### config.mk
export PLATFORM = sky130hd
export DESIGN_NAME = mem_burst_master_flat
export DESIGN_NICKNAME = d
export VERILOG_FILES = /design/src/rtl/mem_burst_pkg.sv /design/src/rtl/mem_burst_master_if.sv /design/src/rtl/mem_burst_addr_gen.sv /design/src/rtl/mem_burst_master.sv /design/src/flat_wrapper.sv
export SDC_FILE = /design/constraint.sdc
export NUM_CORES = 1
export LEC_CHECK = 0
export BUFFER_PORTS_ARGS = -buffer_cell sky130_fd_sc_hd__buf_2
export CORE_MARGIN = 1.5
export CORE_UTILIZATION = 43
export CTS_CLUSTER_SIZE = 25
export DETAILED_ROUTE_END_ITERATION = 7
export PLACE_DENSITY_LB_ADDON = 0.15
export SLEW_MARGIN = 20
export SYNTH_ARGS = -nofsm -noshare
export SYNTH_HDL_FRONTEND = slang
export SYNTH_SLANG_ARGS = --single-unit
### constraint.sdc
create_clock -name clk -period 1.6 [get_ports clk]
set_input_delay 0.08 -clock clk [delete_from_list [all_inputs] [get_ports clk]]
set_output_delay 0.08 -clock clk [all_outputs]
set_load 0.05 [all_outputs]
### src/rtl/mem_burst_pkg.sv
// Shared types and default sizing for the memory burst master.
package mem_burst_pkg;

    localparam int DEFAULT_WIDTH = 16;
    localparam int DEFAULT_DEPTH = 64;

    typedef enum logic [1:0] {
        IDLE,
        WAIT_DATA,
        ISSUE,
        DONE
    } state_t;

endpackage

### src/rtl/mem_burst_master_if.sv
// Command, write-stream, read-stream and memory-side signals of the burst master.
interface mem_burst_master_if #(
    parameter int WIDTH      = mem_burst_pkg::DEFAULT_WIDTH,
    parameter int ADDR_WIDTH = $clog2(mem_burst_pkg::DEFAULT_DEPTH)
) ();

    logic                  cmd_valid;
    logic                  cmd_ready;
    logic                  cmd_wr;
    logic [ADDR_WIDTH-1:0] cmd_addr;
    logic [ADDR_WIDTH:0]   cmd_len;

    logic                  wr_data_valid;
    logic                  wr_data_ready;
    logic [WIDTH-1:0]      wr_data;

    logic                  rd_data_valid;
    logic [WIDTH-1:0]      rd_data;
    logic                  rd_data_last;

    logic                  mem_valid;
    logic                  mem_wr_rd;
    logic [ADDR_WIDTH-1:0] mem_addr;
    logic [WIDTH-1:0]      mem_wdata;
    logic [WIDTH-1:0]      mem_rdata;
    logic                  mem_ready;

    modport master (
        input  cmd_valid, cmd_wr, cmd_addr, cmd_len,
        output cmd_ready,
        input  wr_data_valid, wr_data,
        output wr_data_ready,
        output rd_data_valid, rd_data, rd_data_last,
        output mem_valid, mem_wr_rd, mem_addr, mem_wdata,
        input  mem_rdata, mem_ready
    );

    modport slave (
        output cmd_valid, cmd_wr, cmd_addr, cmd_len,
        input  cmd_ready,
        output wr_data_valid, wr_data,
        input  wr_data_ready,
        input  rd_data_valid, rd_data, rd_data_last,
        input  mem_valid, mem_wr_rd, mem_addr, mem_wdata,
        output mem_rdata, mem_ready
    );

endinterface

### src/rtl/mem_burst_addr_gen.sv
// Burst address (modulo DEPTH) and remaining-word counter; loads on accept, steps per word.
module mem_burst_addr_gen
    import mem_burst_pkg::*;
#(
    parameter int DEPTH      = DEFAULT_DEPTH,
    parameter int ADDR_WIDTH = $clog2(DEPTH)
) (
    input  logic                  clk,
    input  logic                  rst_n,
    input  logic                  load,
    input  logic [ADDR_WIDTH-1:0] load_addr,
    input  logic [ADDR_WIDTH:0]   load_len,
    input  logic                  step,
    output logic [ADDR_WIDTH-1:0] addr,
    output logic                  last
);

    localparam logic [ADDR_WIDTH-1:0] LAST_ADDR = ADDR_WIDTH'(DEPTH - 1);

    logic [ADDR_WIDTH:0]   remaining;
    logic [ADDR_WIDTH-1:0] addr_next;

    // Explicit wrap keeps the sequence correct for non-power-of-two depths.
    assign addr_next = (addr == LAST_ADDR) ? '0 : addr + ADDR_WIDTH'(1);
    assign last      = (remaining == (ADDR_WIDTH + 1)'(1));

    always_ff @(posedge clk or negedge rst_n) begin
        if (!rst_n) begin
            addr      <= '0;
            remaining <= '0;
        end else if (load) begin
            addr      <= load_addr;
            remaining <= load_len;
        end else if (step) begin
            addr      <= addr_next;
            remaining <= remaining - (ADDR_WIDTH + 1)'(1);
        end
    end

endmodule

### src/rtl/mem_burst_master.sv
// Burst sequencer driving the single-port memory one word per handshake.
// Optional build macro MEM_BURST_LEN_CHECK_EN rejects out-of-range cmd_len and adds err.
module mem_burst_master
    import mem_burst_pkg::*;
#(
    parameter int WIDTH      = DEFAULT_WIDTH,
    parameter int DEPTH      = DEFAULT_DEPTH,
    parameter int ADDR_WIDTH = $clog2(DEPTH)
) (
    input  logic clk,
    input  logic rst_n,
    mem_burst_master_if.master bus,
    output logic busy,
    output logic done
`ifdef MEM_BURST_LEN_CHECK_EN
    ,
    output logic err
`endif
);

    state_t state, state_next;

    logic                  cmd_acc;
    logic                  wr_acc;
    logic                  mem_hs;
    logic                  len_skip;
    logic                  last_word;
    logic [ADDR_WIDTH-1:0] addr;

    logic                  wr_rd_q;
    logic [WIDTH-1:0]      wdata_q;
    logic [WIDTH-1:0]      rd_data_q;
    logic                  rd_valid_q;
    logic                  rd_last_q;

    assign cmd_acc = bus.cmd_valid && (state == IDLE);
    assign wr_acc  = bus.wr_data_valid && (state == WAIT_DATA);
    assign mem_hs  = (state == ISSUE) && bus.mem_ready;

`ifdef MEM_BURST_LEN_CHECK_EN
    localparam logic [ADDR_WIDTH:0] MAX_LEN = (ADDR_WIDTH + 1)'(DEPTH);
    assign len_skip = (bus.cmd_len == '0) || (bus.cmd_len > MAX_LEN);
`else
    assign len_skip = (bus.cmd_len == '0);
`endif

    mem_burst_addr_gen #(
        .DEPTH      (DEPTH),
        .ADDR_WIDTH (ADDR_WIDTH)
    ) u_addr_gen (
        .clk       (clk),
        .rst_n     (rst_n),
        .load      (cmd_acc),
        .load_addr (bus.cmd_addr),
        .load_len  (bus.cmd_len),
        .step      (mem_hs),
        .addr      (addr),
        .last      (last_word)
    );

    // NOTE: reset lands in IDLE, so cmd_ready (decoded from state) reads 1 while in reset.
    always_ff @(posedge clk or negedge rst_n) begin
        if (!rst_n) state <= IDLE;
        else        state <= state_next;
    end

    always_comb begin
        // NOTE: default first so every path assigns state_next and no latch is inferred.
        state_next = state;
        case (state)
            IDLE: begin
                if (cmd_acc) begin
                    if (len_skip)        state_next = DONE;
                    else if (bus.cmd_wr) state_next = WAIT_DATA;
                    else                 state_next = ISSUE;
                end
            end
            WAIT_DATA: begin
                if (wr_acc) state_next = ISSUE;
            end
            ISSUE: begin
                if (mem_hs) begin
                    if (last_word)    state_next = DONE;
                    else if (wr_rd_q) state_next = WAIT_DATA;
                    else              state_next = ISSUE;
                end
            end
            DONE:    state_next = IDLE;
            default: state_next = IDLE;
        endcase
    end

    // NOTE: non-blocking assignments so every register samples pre-edge values.
    always_ff @(posedge clk or negedge rst_n) begin
        if (!rst_n) begin
            wr_rd_q    <= 1'b0;
            wdata_q    <= '0;
            rd_data_q  <= '0;
            rd_valid_q <= 1'b0;
            rd_last_q  <= 1'b0;
        end else begin
            if (cmd_acc) wr_rd_q <= bus.cmd_wr;
            if (wr_acc)  wdata_q <= bus.wr_data;
            rd_valid_q <= mem_hs && !wr_rd_q;
            rd_last_q  <= mem_hs && !wr_rd_q && last_word;
            if (mem_hs && !wr_rd_q) rd_data_q <= bus.mem_rdata;
        end
    end

`ifdef MEM_BURST_LEN_CHECK_EN
    logic err_q;

    // A rejected command still passes through DONE, which then reports err instead of done.
    always_ff @(posedge clk or negedge rst_n) begin
        if (!rst_n)       err_q <= 1'b0;
        else if (cmd_acc) err_q <= len_skip;
    end

    assign err  = (state == DONE) && err_q;
    assign done = (state == DONE) && !err_q;
`else
    assign done = (state == DONE);
`endif

    assign busy              = (state != IDLE);
    assign bus.cmd_ready     = (state == IDLE);
    assign bus.wr_data_ready = (state == WAIT_DATA);
    assign bus.mem_valid     = (state == ISSUE);
    assign bus.mem_wr_rd     = wr_rd_q;
    assign bus.mem_addr      = addr;
    assign bus.mem_wdata     = wdata_q;
    assign bus.rd_data_valid = rd_valid_q;
    assign bus.rd_data       = rd_data_q;
    assign bus.rd_data_last  = rd_last_q;

endmodule

### src/flat_wrapper.sv
// flat-port wrapper written by rule: the top's interface ports become plain ports
module mem_burst_master_flat import mem_burst_pkg::*;
#(
    parameter int WIDTH      = DEFAULT_WIDTH,
    parameter int DEPTH      = DEFAULT_DEPTH,
    parameter int ADDR_WIDTH = $clog2(DEPTH)
)
  (clk, rst_n, busy, done, bus_cmd_valid, bus_cmd_wr, bus_cmd_addr, bus_cmd_len, bus_cmd_ready, bus_wr_data_valid, bus_wr_data, bus_wr_data_ready, bus_rd_data_valid, bus_rd_data, bus_rd_data_last, bus_mem_valid, bus_mem_wr_rd, bus_mem_addr, bus_mem_wdata, bus_mem_rdata, bus_mem_ready);
  mem_burst_master_if #(.WIDTH(WIDTH), .ADDR_WIDTH(ADDR_WIDTH)) bus_i ();
  input  logic clk;
  input  logic rst_n;
  output logic busy;
  output logic done;
  input wire logic [$bits(bus_i.cmd_valid)-1:0] bus_cmd_valid;
  input wire logic [$bits(bus_i.cmd_wr)-1:0] bus_cmd_wr;
  input wire logic [$bits(bus_i.cmd_addr)-1:0] bus_cmd_addr;
  input wire logic [$bits(bus_i.cmd_len)-1:0] bus_cmd_len;
  output wire logic [$bits(bus_i.cmd_ready)-1:0] bus_cmd_ready;
  input wire logic [$bits(bus_i.wr_data_valid)-1:0] bus_wr_data_valid;
  input wire logic [$bits(bus_i.wr_data)-1:0] bus_wr_data;
  output wire logic [$bits(bus_i.wr_data_ready)-1:0] bus_wr_data_ready;
  output wire logic [$bits(bus_i.rd_data_valid)-1:0] bus_rd_data_valid;
  output wire logic [$bits(bus_i.rd_data)-1:0] bus_rd_data;
  output wire logic [$bits(bus_i.rd_data_last)-1:0] bus_rd_data_last;
  output wire logic [$bits(bus_i.mem_valid)-1:0] bus_mem_valid;
  output wire logic [$bits(bus_i.mem_wr_rd)-1:0] bus_mem_wr_rd;
  output wire logic [$bits(bus_i.mem_addr)-1:0] bus_mem_addr;
  output wire logic [$bits(bus_i.mem_wdata)-1:0] bus_mem_wdata;
  input wire logic [$bits(bus_i.mem_rdata)-1:0] bus_mem_rdata;
  input wire logic [$bits(bus_i.mem_ready)-1:0] bus_mem_ready;
  assign bus_i.cmd_valid = bus_cmd_valid;
  assign bus_i.cmd_wr = bus_cmd_wr;
  assign bus_i.cmd_addr = bus_cmd_addr;
  assign bus_i.cmd_len = bus_cmd_len;
  assign bus_cmd_ready = bus_i.cmd_ready;
  assign bus_i.wr_data_valid = bus_wr_data_valid;
  assign bus_i.wr_data = bus_wr_data;
  assign bus_wr_data_ready = bus_i.wr_data_ready;
  assign bus_rd_data_valid = bus_i.rd_data_valid;
  assign bus_rd_data = bus_i.rd_data;
  assign bus_rd_data_last = bus_i.rd_data_last;
  assign bus_mem_valid = bus_i.mem_valid;
  assign bus_mem_wr_rd = bus_i.mem_wr_rd;
  assign bus_mem_addr = bus_i.mem_addr;
  assign bus_mem_wdata = bus_i.mem_wdata;
  assign bus_i.mem_rdata = bus_mem_rdata;
  assign bus_i.mem_ready = bus_mem_ready;
  mem_burst_master #(.WIDTH(WIDTH), .DEPTH(DEPTH), .ADDR_WIDTH(ADDR_WIDTH)) u_core (.clk(clk), .rst_n(rst_n), .bus(bus_i), .busy(busy), .done(done));
endmodule
# Yosys cells after proc, flatten, opt, wreduce, memory -nomap -nowiden
# Cells that the tools add are included.
[word_totals]
ff_bits = 50
input_bits = 51
output_inout_bits = 46
elab_cells = 42
[op_classes]
n_addsub = 2
eq_ne = 8
mux = 13
n_reduce_logical = 11
[op_table]
columns = ["cell", "n"]
rows = [
  ["2-to-1 mux 6 bit", 3],
  ["2-to-1 mux 2 bit", 7],
  ["2-to-1 mux 7 bit", 2],
  ["one-hot mux 2 bit (4 select lines)", 1],
  ["== test 7 x 1 -> 1 bit (second input constant)", 1],
  ["zero test 7 bit", 1],
  ["subtractor 7 x 1 -> 7 bit (second input constant)", 1],
  ["adder 6 x 1 -> 6 bit (second input constant)", 1],
  ["== test 6 bit (second input constant)", 1],
  ["!= test 2 x 1 -> 1 bit (second input constant)", 3],
  ["logical AND 1 bit", 5],
  ["== test 2 bit (second input constant)", 2],
  ["nonzero test 2 bit", 2],
  ["AND reduction 3 bit", 1],
  ["== test 2 x 1 -> 1 bit (second input constant)", 1],
  ["zero test 2 bit", 1],
  ["zero test 1 bit", 1],
]

# Logic depth before layout (Yosys ltp)
# Gate-level depths: netlist of run 1.
[depth]
word_depth = 4
mapped_depth = 6
depth_no_buf = 5

# Hierarchy
# A second synthesis of run 1 with hierarchy kept.
[hier_totals]
hier_cells = 176
area_unflattened_um2 = 2254.7
[by_module_without_submodules]
columns = ["mod", "instances", "cells_each", "area_each_um2", "seq_area_each_um2"]
rows = [
  ["mem_burst_master", 1, 96, 1512.7, 925.9],
  ["mem_burst_addr_gen", 1, 80, 742.0, 325.3],
]

# Worst setup path before layout of run 1
# No wires, ideal clock.
[synth_timing]
kind = "reg-to-reg"
from = "register u_core.state[1]"
to = "register u_core.u_addr_gen.addr[2]"
setup_ns = 0.123
t_arrival_ns = 1.862
required_time_ns = 1.477
path_slack_ns = -0.385
path_stages_with_launch = 5
n_path_buf = 1
period_less_slack_ns = 1.985
path_cell_list = "dfrtp_1 > buf_6 > nor2_1 > nand2_1 > o221a_2"
[synth_between]
elab_chain_cells = 3
elab_cells_between_ends = 6
cone_classes = "1 x eq/ne; 1 x mux; 4 x reduce/logical"
[synth_lines]
columns = ["item", "line", "source"]
rows = [
  ["from (decl)", "mem_burst_master.sv:21", "state_t state, state_next;"],
  ["from (signal assigned)", "mem_burst_master.sv:64", "else state <= state_next;"],
  ["zero test 2 bit (*)", "-", ""],
  ["named net bus_cmd_ready", "flat_wrapper.sv:18", "output wire logic [$bits(bus_i.cmd_ready)-1:0] bus_cmd_ready;"],
  ["logical AND 1 bit (*)", "mem_burst_master.sv:36", "assign cmd_acc = bus.cmd_valid && (state == IDLE);"],
  ["2-to-1 mux 6 bit or nonzero test 2 bit (tied branches)", "-", ""],
  ["to (signal assigned)", "mem_burst_addr_gen.sv:32", "addr <= load_addr;"],
  ["to (signal assigned)", "mem_burst_addr_gen.sv:35", "addr <= addr_next;"],
  ["to (decl)", "mem_burst_addr_gen.sv:14", "output logic [ADDR_WIDTH-1:0] addr,"],
]
# The timed path passes the listed nets; every way through them passes the cells marked *.
# A chain may end at the register's enable or synchronous reset.

# Worst setup path in the final report of run 1
[layout_timing]
from = "register u_core.state[0]"
to = "register u_core.u_addr_gen.addr[4]"
[layout_between]
elab_chain_cells = 3
elab_cells_between_ends = 6
cone_classes = "1 x eq/ne; 1 x mux; 4 x reduce/logical"
[layout_lines]
columns = ["item", "line"]
rows = [
  ["== test 2 bit or zero test 2 bit (tied branches)", "mem_burst_master.sv:38, mem_burst_master.sv:36"],
  ["logical AND 1 bit (on tied branches)", "mem_burst_master.sv:38, mem_burst_master.sv:36"],
  ["nonzero test 2 bit (no source line) or 2-to-1 mux 6 bit (tied branches)", "-"],
]
# Parallel ways exist; a longest one is shown, timed or not.

==> summary.txt, run 1 <==
Status
  – Status: finished, final reports clean

STA
  – Worst slew pin tran: 477 ps
  – Worst Clk Skew: 3.63 ps
  – Setup_tns: 0 ps
  – Fmax: 678 MHz
  – Fin crit share: 92.1%
  – Slew Viols, Final: 0
  – Slew headroom: 67.9%
  – Fin. Hold Viols: 0
  – RSZ-0062 raised after global routing: no
  – Final number of setup-violating endpoints: 0
  – Post-route minimum period: 1470 ps

Route
  – TritonRoute pass-1 iters: 4
  – Post-DRT Antenna Nets: 0
  – Final wirelength: 5.17 mm
  – Number of DRC markers in iteration 0: 56
  – Vias per inst: 5.02
  – Via count: 1892
  – Drt wl/cell: 13.7 um
  – Drt drc: 0

Power and ir drop
  – PnR Total Power: 7.53 mW
  – VDD IR max: 1.21 mV
  – Pwr/cell area: 2400 nW/um^2
  – Leak Pwr: 1.54 nW

Setup path
  – Kind of critical path: register to register
  – Worst EP required: 1780 ps
  – Crit end category: register
  – Critical Path Start Type: register
  – Largest fanout on the critical path: 10
  – Worst Path Arrival: 1660 ps

Yosys
  – Syn. warnings: 0
  – FFs w/ async S/R, synth: 100%
  – Yosys cell types: 40
  – Syn Inst Count: 191
  – Ranking of synthesized cells by area: dfrtp_1, mux2_2, nand2_1, o21ai_0, nor2_1
  – Synth Net Count: 245
  – Post-synth EDFFs: 0
  – Most common cell in the netlist: dfrtp_1
  – Register area share after synthesis: 54.7%
  – Synth cell count leaders: dfrtp_1, mux2_2, nand2_1
  – Mean Syn Cell Area: 12.0 um^2
  – Post-synthesis instance area: 2290 um^2
  – Post-synth top flop: dfrtp_1
  – Top cell type's share of synthesized area: 54.7%
  – Register bit total from synthesis: 50
  – Synth area leader: dfrtp_1

Final layout
  – Sequential Area: 1260 um^2
  – Ant. Diodes: 0
  – Fraction of layout cells with a size suffix above 1: 51.5%
  – Final net count: 360
  – Fill count: 447
  – Layout Utilization: 61.5%
  – Multi-input logic area: 990 um^2
  – Layout area overhead: 37.5%

GRT
  – Initial antenna violation count: 0
  – Global-route wire length before repair: 8.44 mm
  – Largest net degree at the start of global routing: 46
  – Total track usage: 18.2%
  – Vias in the first global route: 1820
  – Global route total overflow: 0

Floorplanning
  – # IOs: 97
  – Die H: 75.9 um
  – Num rows: 26
  – Die W: 75.9 um
  – Area of the die: 5760 um^2
  – Initial Util: 44.8%
  – Core area: 5110 um^2

Clocking
  – CTS tree: done
  – Worst-skew pair later-pin latency: 300 ps
  – Clk Tree Root Cell: clkbuf_8
  – Postcts setup bufs: 0
  – Clock Pin Slew Worst Setup and Hold Paths: 90 ps
  – Clock Tree Buf Depth: 2
  – Clock sink total: 50
  – Cts bufs inserted: 5
  – # H-tree levels: 2

Worst hold path
  – Worst hold-check path type: primary input to register

Placement
  – HPWL after DPL: 3.67 mm
  – Gp weighted congestion: 0.768
  – I/O Buffers: 96

Flow run
  – Max cap viols: 0
cell families after synthesis:
family | Yosys count | synth area share (%)
adder cells (fa/ha/maj) | 3 | 1.64
AND/OR/NAND/NOR | 60 | 14.1
XOR/XNOR | 1 | 0.383
multiplexers | 33 | 16.2
AO/OA/AOI/OAI | 32 | 9.80
buffers and inverters | 12 | 3.17
flip-flops | 50 | 54.7
final timing paths:
kind                                         start  cells past startpoint  slack (ps)                   endpoint
max                                u_core.state[0]                      5         130  u_core.u_addr_gen.addr[4]
min                                 bus_wr_data[0]                      2           8    u_core.bus.mem_wdata[0]
max reg2reg                        u_core.state[0]                      5         130  u_core.u_addr_gen.addr[4]
min reg2reg                u_core.bus.mem_wdata[3]                      1         500    u_core.bus.mem_wdata[3]
max in group asynchronous                    rst_n                      3         960  u_core.u_addr_gen.addr[3]
min in group asynchronous                    rst_n                      2         150     u_core.bus.rd_data[15]
per-layer routing:
layer / wire length, um / part of all wire, % / vias to the layer above / global-route usage, %
li1: - / - / 913 / -
met1: 2320 / 45 / 900 / 24.1
met2: 2470 / 48 / 68 / 28.9
met3: 283 / 5.5 / 11 / 4.10
met4: 102 / 2.0 / 0 / 7.41
met5: 0 / 0 / - / 0
cell type report:
| class | instances | share of cell area [%] |
|---|---|---|
| tap | 70 | 2.79 |
| inverter | 4 | 0.478 |
| clock buffer | 5 | 2.19 |
| sequential | 50 | 40.0 |
| timing repair buffer | 116 | 21.8 |
| clock inverter | 3 | 1.27 |
| multi-input combinational | 129 | 31.5 |
layout by cell type (no fill, tap or decap), types with 2 or more instances in the layout:
cell type	count
a21o_1	2
a21oi_1	6
a221o_1	2
a22oi_1	2
a32oi_1	2
and2_1	3
buf_12	2
buf_2	96
buf_4	6
clkbuf_8	5
clkinv_2	2
dfrtp_1	46
dfrtp_2	4
dlygate4sd3_1	12
ha_1	2
inv_1	4
mux2_2	32
nand2_1	18
nand3_1	3
nand3b_1	3
nand4_1	2
nor2_1	11
nor2_4	2
nor2b_1	2
nor3_1	3
nor3b_1	2
nor4_1	2
o21ai_0	9
o221a_2	2
o221ai_1	2
o311ai_0	2
per-stage QoR:
step | instances | area, um^2 | setup slack, ps | hold WS (ps)
floorplan | 191 | 2320 | -20.6 | -216
global placement | 357 | 2910 | 155 | -78.9
detailed placement | 357 | 2910 | 89.0 | -78.4
CTS | 374 | 3110 | 93.2 | 0.653
global route | 377 | 3140 | 2.79 | 1.76
finish | 377 | 3140 | 126 | 8.09
power breakdown:
part / switching (mW) / internal, mW / leakage (nW)
registers: 0.434 / 1.88 / 0.599
clock network: 0.406 / 0.460 / 0.0579
logic: 3.01 / 1.35 / 0.879
total: 3.85 / 3.69 / 1.54
worst max-delay path, cell delays in order, from the launching register on:
cell,delay [ps]
dfrtp_2,460
buf_4,160
nor2_4,150
and2_1,380
nand2_1,110
o311ai_0,100
sequential cells by signal, summed over array words and instances (netlist names):
register / cells
u_core.bus.mem_wdata: 16
u_core.bus.rd_data: 16
u_core.u_addr_gen.remaining: 7
u_core.u_addr_gen.addr: 6
u_core.state: 2
u_core.bus.mem_wr_rd: 1
u_core.bus.rd_data_last: 1
u_core.bus.rd_data_valid: 1
what timing repair did:
item                       CTS  global route
resized for setup            0             1
hold endpoints to repair    58             3
hold buffers                 9             3
setup endpoints to repair    0             1
No activity file was read; power rests on OpenSTA's default activity.
==> run 2: changes to the inputs <==
--- a/config.mk
+++ b/config.mk
@@ -11,6 +11,7 @@
 export CTS_CLUSTER_SIZE = 25
 export DETAILED_ROUTE_END_ITERATION = 7
 export PLACE_DENSITY_LB_ADDON = 0.15
+export REMOVE_ABC_BUFFERS = 1
 export SLEW_MARGIN = 20
 export SYNTH_ARGS = -nofsm -noshare
 export SYNTH_HDL_FRONTEND = slang
==> run 2 against run 1 <==
Via count shrank 1.4%; global-route usage grew 0.43 points; sequential share of layout area increased by 0.81 points; critical endpoint is now u_core.bus.mem_wdata[1]; maximum frequency fell by 1.0%; cell count is 0.27% lower; non-clock buffer count fell by 1; largest power group unchanged; hold slack better by 0.67 ps.
==> summary.txt, run 2 (synthesized netlist as in run 1, its figures left out) <==
Status
  – Status: finished, final reports clean (unchanged)

Clocking
  – Clock Pin Slew Worst Setup and Hold Paths: 90 ps (about the same)
  – Worst-skew pair later-pin latency: 290 ps (was 300 ps)
  – CTS tree: done (unchanged)
  – Clock sink total: 50 (unchanged)
  – Clk Tree Root Cell: clkbuf_8 (unchanged)
  – # H-tree levels: 2 (unchanged)
  – Cts bufs inserted: 5 (unchanged)
  – Clock Tree Buf Depth: 2 (unchanged)

Power and ir drop
  – Seq pwr share: 30.1% (was 30.7%)
  – Sw Ratio: 51.3% (was 51.0%)
  – Comb power frac: 59.3% (was 57.8%)
  – P_int: 3.66 mW (was 3.69 mW)
  – VDD IR max: 1.29 mV (was 1.21 mV)
  – Pwr/cell area: 2440 nW/um^2 (was 2400 nW/um^2)
  – Leak Pwr: 1.53 nW (was 1.54 nW)
  – P_sw: 3.84 mW (was 3.85 mW)
  – PnR Total Power: 7.50 mW (was 7.53 mW)
  – Clock power share: 10.6% (was 11.5%)

Floorplanning
  – # IOs: 97 (unchanged)
  – Die W: 75.9 um (unchanged)
  – Core area: 5110 um^2 (unchanged)
  – Initial Util: 44.8% (unchanged)
  – Die H: 75.9 um (unchanged)
  – Num rows: 26 (unchanged)
  – Area of the die: 5760 um^2 (unchanged)

Placement
  – Inst Count DP: 364 (was 357)
  – HPWL after DPL: 3.88 mm (was 3.67 mm)
  – Gp weighted congestion: 0.791 (was 0.768)
  – Area after DPL: 2920 um^2 (was 2910 um^2)
  – I/O Buffers: 96 (unchanged)

Final layout
  – Finished Layout Cells: 376 (was 377)
  – Final net count: 359 (was 360)
  – Layout area overhead: 34.4% (was 37.5%)
  – Fraction of layout cells with a size suffix above 1: 52.6% (was 51.5%)
  – Leading cell type in the layout, fill and taps excluded: buf_2 (unchanged)
  – Ant. Diodes: 0 (unchanged)
  – Layout Utilization: 60.1% (was 61.5%)
  – Most frequent cells in the layout: buf_2, dfrtp_1, mux2_2 (unchanged)
  – Post-route design area: 3070 um^2 (was 3140 um^2)

GRT
  – Largest net degree at the start of global routing: 23 (was 46)
  – Global-route wire length before repair: 8.66 mm (was 8.44 mm)
  – Vias in the first global route: 1885 (was 1820)
  – Global route total overflow: 0 (unchanged)
  – Total track usage: 18.6% (was 18.2%)
  – Initial antenna violation count: 0 (unchanged)

STA
  – Fin. Hold Viols: 0 (unchanged)
  – Worst Clk Skew: 4.39 ps (was 3.63 ps)
  – Slew Viols, Final: 0 (unchanged)
  – RSZ-0062 raised after global routing: no (unchanged)
  – Fin crit share: 93.1% (was 92.1%)
  – Post-route minimum period: 1490 ps (was 1470 ps)
  – Slew headroom: 63.8% (was 67.9%)
  – Hold_ws: 8.76 ps (was 8.09 ps)
  – Final number of setup-violating endpoints: 0 (unchanged)
  – Worst slew pin tran: 539 ps (was 477 ps)
  – Fmax: 671 MHz (was 678 MHz)

Setup path
  – Largest fanout on the critical path: 17 (was 10)
  – Worst Path Arrival: 1680 ps (was 1660 ps)
  – Critical Path Start Type: register (unchanged)
  – Kind of critical path: register to register (unchanged)
  – Worst EP required: 1790 ps (was 1780 ps)
  – Crit end category: register (unchanged)
  – Worst r2r path cells: 4 (was 5)

Route
  – Number of DRC markers in iteration 0: 75 (was 56)
  – Via count: 1866 (was 1892)
  – Final wirelength: 5.09 mm (was 5.17 mm)
  – Drt wl/cell: 13.5 um (was 13.7 um)
  – TritonRoute pass-1 iters: 4 (unchanged)
  – Vias per inst: 4.96 (was 5.02)
  – Drt drc: 0 (unchanged)
  – Post-DRT Antenna Nets: 0 (unchanged)

Worst hold path
  – Worst hold-check path type: primary input to register (unchanged)
  – Hold Path Depth: 2 (unchanged)

Flow run
  – Max cap viols: 0 (unchanged)
## run 2: cell types whose count changed in the layout (fill, tap and decap cells not counted), sizes merged
cell	before	now
clkinv	2	1
bufinv	1	0
clkbuf	5	7
buf	104	111
dlygate4sd3	12	4
## run 2: stage by stage
step	setup TNS, ps	setup slack [ps]
2_1_floorplan	-5700	-372
3_3_place_gp	0	154
3_5_place_dp	0	31.7
4_1_cts	0	36.2
5_1_grt	0	9.16
6_report	0	110
## run 2: final cells by class
type	count	area, um^2
sequential	50	1250
clock buffer	7	96.3
tap	70	87.6
inverter	4	15.0
multi-input combinational	129	966
timing repair buffer	115	646
fill	471	2040
clock inverter	1	8.76
## run 2: worst paths after layout
check	startpoint	end	slack, ps
max	u_core.state[1]	u_core.bus.mem_wdata[1]	110
min	bus_wr_data[7]	u_core.bus.mem_wdata[7]	9
max reg2reg	u_core.state[1]	u_core.bus.mem_wdata[1]	110
min reg2reg	u_core.bus.rd_data[4]	u_core.bus.rd_data[4]	510
max in group asynchronous	rst_n	u_core.bus.mem_wdata[5]	710
min in group asynchronous	rst_n	u_core.u_addr_gen.remaining[5]	260
## run 2: per-layer routing
layer	track usage, %	vias to the layer above	wire, um	part of all wire [%]
met2	30.0	63	2330	46
li1	-	918	-	-
met4	6.11	0	52	1.0
met1	25.2	880	2420	47
met3	3.86	5	291	5.7
met5	0	-	0	0
## run 2: critical path: stages, from the launching register on
cell,delay [ps]
dfrtp_1,390
buf_4,150
and2b_2,240
nand2_4,210
mux2_2,370
## run 2: power groups by stage
stage	clock network, mW	logic, mW	registers, mW
5_1_grt	0.881	4.73	2.35
2_1_floorplan	0	1.43	4.07
3_3_place_gp	0	4.41	2.24
3_5_place_dp	0	4.46	2.27
4_1_cts	0.827	4.46	2.25
6_report	0.796	4.45	2.25
## run 2: what timing repair did
| action | CTS | global route |
|---|---|---|
| hold buffers | 3 | 1 |
| endpoints found under the hold margin | 20 | 1 |
| setup buffers | 0 | 0 |
| gates resized for setup | 0 | 4 |
| setup endpoints to repair | 0 | 14 |
